<file path="config.mk">
export PLATFORM = sky130hd
export DESIGN_NAME = imm_ext_q
export DESIGN_NICKNAME = d
export VERILOG_FILES = /design/src/rtl/imm_ext_q.sv
export SDC_FILE = /design/constraint.sdc
export NUM_CORES = 1
export LEC_CHECK = 0
export ABC_AREA = 1
export ABC_CLOCK_PERIOD_IN_PS = 3000
export BUFFER_PORTS_ARGS = -buffer_cell sky130_fd_sc_hd__buf_2
export CELL_PAD_IN_SITES_DETAIL_PLACEMENT = 1
export CELL_PAD_IN_SITES_GLOBAL_PLACEMENT = 1
export CORE_MARGIN = 10
export CORE_UTILIZATION = 29
export CTS_BUF_LIST = sky130_fd_sc_hd__clkbuf_8
export DETAILED_ROUTE_END_ITERATION = 10
export PLACE_DENSITY = 0.68
export SYNTH_ARGS = -nofsm -noshare
export SYNTH_HDL_FRONTEND = slang
export SYNTH_SLANG_ARGS = --single-unit
</file>
<file path="constraint.sdc">
create_clock -name clk -period 3 [get_ports clk]
set_input_delay 0.3 -clock clk [delete_from_list [all_inputs] [get_ports clk]]
set_output_delay 0.3 -clock clk [all_outputs]
set_load 0.05 [all_outputs]
</file>
<file path="src/rtl/imm_ext_q.sv">
// Immediate extender with a DEPTH-entry output queue: decodes the WISC immediate format of each
// accepted instruction, extends it to DATA_W bits and buffers {fmt, imm} for the execute stage.
module imm_ext_q #(
  parameter int DATA_W = 16,
  parameter int DEPTH  = 2
) (
  input  logic                     clk,
  input  logic                     rst_n,
  input  logic                     flush,
  input  logic                     in_valid,
  output logic                     in_ready,
  input  logic [15:0]              instr,
  output logic                     out_valid,
  input  logic                     out_ready,
  output logic [DATA_W-1:0]        imm,
  output logic [2:0]               fmt,
  output logic [$clog2(DEPTH):0]   count
);

  localparam int AW = $clog2(DEPTH);
  localparam int CW = AW + 1;
  localparam int EW = DATA_W + 3;

  typedef enum logic [2:0] {
    FMT_NONE = 3'd0,
    FMT_SE5  = 3'd1,
    FMT_ZE5  = 3'd2,
    FMT_SE8  = 3'd3,
    FMT_ZE8  = 3'd4,
    FMT_SE11 = 3'd5
  } fmt_e;

  typedef enum logic {
    S_EMPTY    = 1'b0,
    S_NONEMPTY = 1'b1
  } state_e;

  logic [4:0]        w_op;
  fmt_e              w_fmt;
  logic [DATA_W-1:0] w_imm;
  logic              w_full;
  logic              w_push;
  logic              w_pop;
  logic [EW-1:0]     w_head;
  state_e            w_state_nxt;

  logic [EW-1:0]     r_mem [DEPTH];
  logic [AW-1:0]     r_wr_ptr;
  logic [AW-1:0]     r_rd_ptr;
  logic [CW-1:0]     r_count;
  state_e            r_state;

  assign w_op = instr[15:11];

  // NOTE: every combinational output gets a default before the case so no latch is inferred.
  always_comb begin
    w_fmt = FMT_NONE;
    casez (w_op)
      5'b01000, 5'b01001, 5'b10100, 5'b10101,
      5'b10000, 5'b10001, 5'b10011:           w_fmt = FMT_SE5;
      5'b01010, 5'b01011:                     w_fmt = FMT_ZE5;
      5'b011??, 5'b11000, 5'b00101, 5'b00111: w_fmt = FMT_SE8;
      5'b10010:                               w_fmt = FMT_ZE8;
      5'b00100, 5'b00110:                     w_fmt = FMT_SE11;
      default:                                w_fmt = FMT_NONE;
    endcase
  end

  always_comb begin
    w_imm = '0;
    case (w_fmt)
      FMT_SE5:  w_imm = {{(DATA_W-5){instr[4]}}, instr[4:0]};
      FMT_ZE5:  w_imm = {{(DATA_W-5){1'b0}}, instr[4:0]};
      FMT_SE8:  w_imm = {{(DATA_W-8){instr[7]}}, instr[7:0]};
      FMT_ZE8:  w_imm = {{(DATA_W-8){1'b0}}, instr[7:0]};
      FMT_SE11: w_imm = {{(DATA_W-11){instr[10]}}, instr[10:0]};
      default:  w_imm = '0;
    endcase
  end

  // in_ready is a function of occupancy only, never of out_ready.
  assign w_full    = (r_count == CW'(DEPTH));
  assign in_ready  = ~w_full;
  assign out_valid = (r_state == S_NONEMPTY);
  assign w_push    = in_valid & ~w_full;
  assign w_pop     = out_valid & out_ready;

  // NOTE: the storage array is deliberately not reset; the output mux below hides stale data.
  always_ff @(posedge clk) begin
    if (rst_n && !flush && w_push) begin
      r_mem[r_wr_ptr] <= {w_fmt, w_imm};
    end
  end

  // NOTE: sequential state uses non-blocking assignments so every register samples pre-edge values.
  always_ff @(posedge clk) begin
    if (!rst_n || flush) begin
      r_wr_ptr <= '0;
      r_rd_ptr <= '0;
      r_count  <= '0;
    end else begin
      if (w_push) r_wr_ptr <= r_wr_ptr + AW'(1);
      if (w_pop)  r_rd_ptr <= r_rd_ptr + AW'(1);
      case ({w_push, w_pop})
        2'b10:   r_count <= r_count + CW'(1);
        2'b01:   r_count <= r_count - CW'(1);
        default: r_count <= r_count;
      endcase
    end
  end

  always_ff @(posedge clk) begin
    if (!rst_n || flush) begin
      r_state <= S_EMPTY;
    end else begin
      r_state <= w_state_nxt;
    end
  end

  always_comb begin
    w_state_nxt = r_state;
    case (r_state)
      S_EMPTY:    if (w_push) w_state_nxt = S_NONEMPTY;
      S_NONEMPTY: if (w_pop && !w_push && r_count == CW'(1)) w_state_nxt = S_EMPTY;
      default:    w_state_nxt = S_EMPTY;
    endcase
  end

  assign w_head = r_mem[r_rd_ptr];
  assign imm    = out_valid ? w_head[DATA_W-1:0] : '0;
  assign fmt    = out_valid ? w_head[EW-1 -: 3] : 3'd0;
  assign count  = r_count;

endmodule

</file>
==> flow_summary.toml <==
[status]
status = "completed"

[finish]
final_net_count = 265
area_growth_pct = 19.4
fin_area_sq_mm = 0.00211
multi_input_area_sq_um = 657
final_common_cell = "nor2_1"
diodes = 0
drive_gt1_share_pct = 30.3
fill_cells = 735
final_cell_mix = "53 x nor2_1, 43 x buf_2, 28 x edfxtp_1"
regArea_sq_um = 961

[sta]
fin_worst_skew_ps = 4.50
finalHoldViolCount = 0
whs_ps = 284
rsz0062_at_grt = "no"
maxSlewViolCount = 0
min_period_ps = 2130
finalCritPeriodShare_pct = 71.1
fin_tns_setup_ps = 0
clock.fmax_ghz = 0.469
setup_violations = 0
max-slew-margin-rel_pct = 59.5
tightest_slew_ps = 606

[global_routing]
grt_pass1_vias = 1495
overflow = 0
track_usage_pct = 8.83
use_met2_pct = 15.0
met3_usage_pct = 1.90
antenna_found_initial = 0
use_met1_pct = 10.1
grt_max_degree = 19
top_usage_layer = "met2"
grt_pass1_wl_um = 7020

[clocking]
cts_sinks = 34
clkTransAtPathRegs_ps = 70
clk_path_buf_depth = 2
cts_root_buf = "clkbuf_8"
clk_latency_ps = 280
cts_made_buffers = 5
cts_hold_buffers = 0
h-tree-depth = 2
cts_setup_buffers = 0
cts_tree = "built"
cts.repair.resized = 0

[floorplanning]
rows = 28
start_util_pct = 29.9
die-area_sq_mm = 0.00963
pin_count = 44
die_w_um = 98.1
die_h_um = 98.1
core_area_sq_mm = 0.00592

[placement]
gp_congestion = 0.815
dp_hpwl_um = 3250
portBuffers = 43
placed_cell_area_sq_mm = 0.00203

[route]
drt_iter0_markers = 46
via_per_inst = 4.39
drc = 0
routed_wl_um = 4210
drtAntennaViolNets = 0
firstDrtPassIters = 4
vias = 1387
post_drt_wl_per_cell_um = 13.3

[run]
cap_violations = 0

[synth]
synthesis.nets = 223
syn_inst = 198
ys_ff_latch = 34
ys_seq_area_share_pct = 54.3
synth.distinct_cells = 24
synth.area.top_cells = "edfxtp_1 47%, nor2_1 11%, dfxtp_1 6.8%"
synth.avg_cell_area_sq_um = 8.94
synth_area_sq_mm = 0.00177
yosysTopAreaCellShare_pct = 47.5
synth_top_area_cell = "edfxtp_1"
yosysWarnings = 0

[setup_path]
crit_type = "register to output port"
cp-end-kind = "output port"
crit_path_start_kind = "register"
crit_arrival_ps = 1830
crit_path_max_fanout = 15
critPathRequiredTime_ps = 2700

[power]
seqPwrFrac_pct = 52.1
pwr-share-comb_pct = 17.5
clkPwrFrac_pct = 30.4
power_w = 0.00103
p_int_w = 0.000732
p_sw_share_pct = 28.7
p_per_area_mw_per_mm2 = 486
leakagePower_nw = 1.00
ir_drop_uv = 160
switching_power_w = 0.000294

[hold_path]
hp-class = "primary input to register"
[sequential cells by signal, indices dropped and copies added, names as in the netlist, named ones only]
signal and cells:
r_mem 28, count 2, out_valid 1, r_rd_ptr 1, r_wr_ptr 1
[power by group through the flow]
| stage | registers, W | logic (W) | clock network [W] |
|---|---|---|---|
| after floorplan | 0.000549 | 0.000129 | 0 |
| after global routing | 0.000536 | 0.000201 | 0.000340 |
| after global placement | 0.000544 | 0.000179 | 0 |
| final | 0.000535 | 0.000180 | 0.000312 |
| after detailed placement | 0.000545 | 0.000182 | 0 |
| after CTS | 0.000535 | 0.000183 | 0.000325 |
[path summary, 6_finish.rpt]
check,cells after the start,to,start,slack [ps]
setup / recovery,4,imm[12],register,870
hold / removal,4,count[0],flush,280
hold reg to reg,2,r_wr_ptr,r_wr_ptr,470
setup reg to reg,6,r_mem[1][1],count[0],1400
[area by class of cell]
| class | instances | share of cell area, % |
|---|---|---|
| tap | 75 | 4.44 |
| clock inverter | 3 | 0.592 |
| multi-input combinational | 130 | 31.1 |
| inverter | 24 | 4.26 |
| clock buffer | 5 | 3.26 |
| sequential | 34 | 45.5 |
| timing repair buffer | 45 | 10.9 |
[metrics by stage]
| step | util (%) | setup WS (ps) | std cells |
|---|---|---|---|
| after floorplan | - | 34.2 | 198 |
| after global placement | 34.3 | 928 | 308 |
| after detailed placement | 34.3 | 869 | 308 |
| after CTS | 35.7 | 798 | 316 |
| after global routing | 35.7 | 696 | 316 |
| final | 35.7 | 867 | 316 |
[metal layers]
| metal | vias to the layer above | routed length [um] |
|---|---|---|
| li1 | 718 | - |
| met4 | 0 | 46 |
| met5 | - | 0 |
| met2 | 25 | 2150 |
| met3 | 5 | 205 |
| met1 | 639 | 1810 |
[Yosys cell counts, drive strengths merged]
cell type / n
nor2: 59
nor3: 1
xnor2: 1
xor2: 1
ha: 4
dfxtp: 6
o22ai: 1
clkbuf: 3
o21ai: 17
nand4: 2
nand3: 8
a21oi: 7
nand2: 28
buf: 7
inv: 24
a311oi: 1
edfxtp: 28
[worst max-delay path, cell delays in order, from the launching register on]
cell and delay, ps:
dfxtp_1 470, inv_1 430, nor2_1 80, nor2_1 250, buf_2 320
[kinds of logic (layout without fill, tap and decap cells)]
family | count (synthesis) | count (layout) | share of synthesized area (%)
AND/OR/NAND/NOR | 98 | 98 | 25.0
AO/OA/AOI/OAI | 26 | 26 | 7.99
buffers and inverters | 34 | 77 | 8.90
XOR/XNOR | 2 | 2 | 0.990
adder cells (fa/ha/maj) | 4 | 4 | 2.83
flip-flops | 34 | 34 | 54.3
Power figures use the tool's default switching activity.
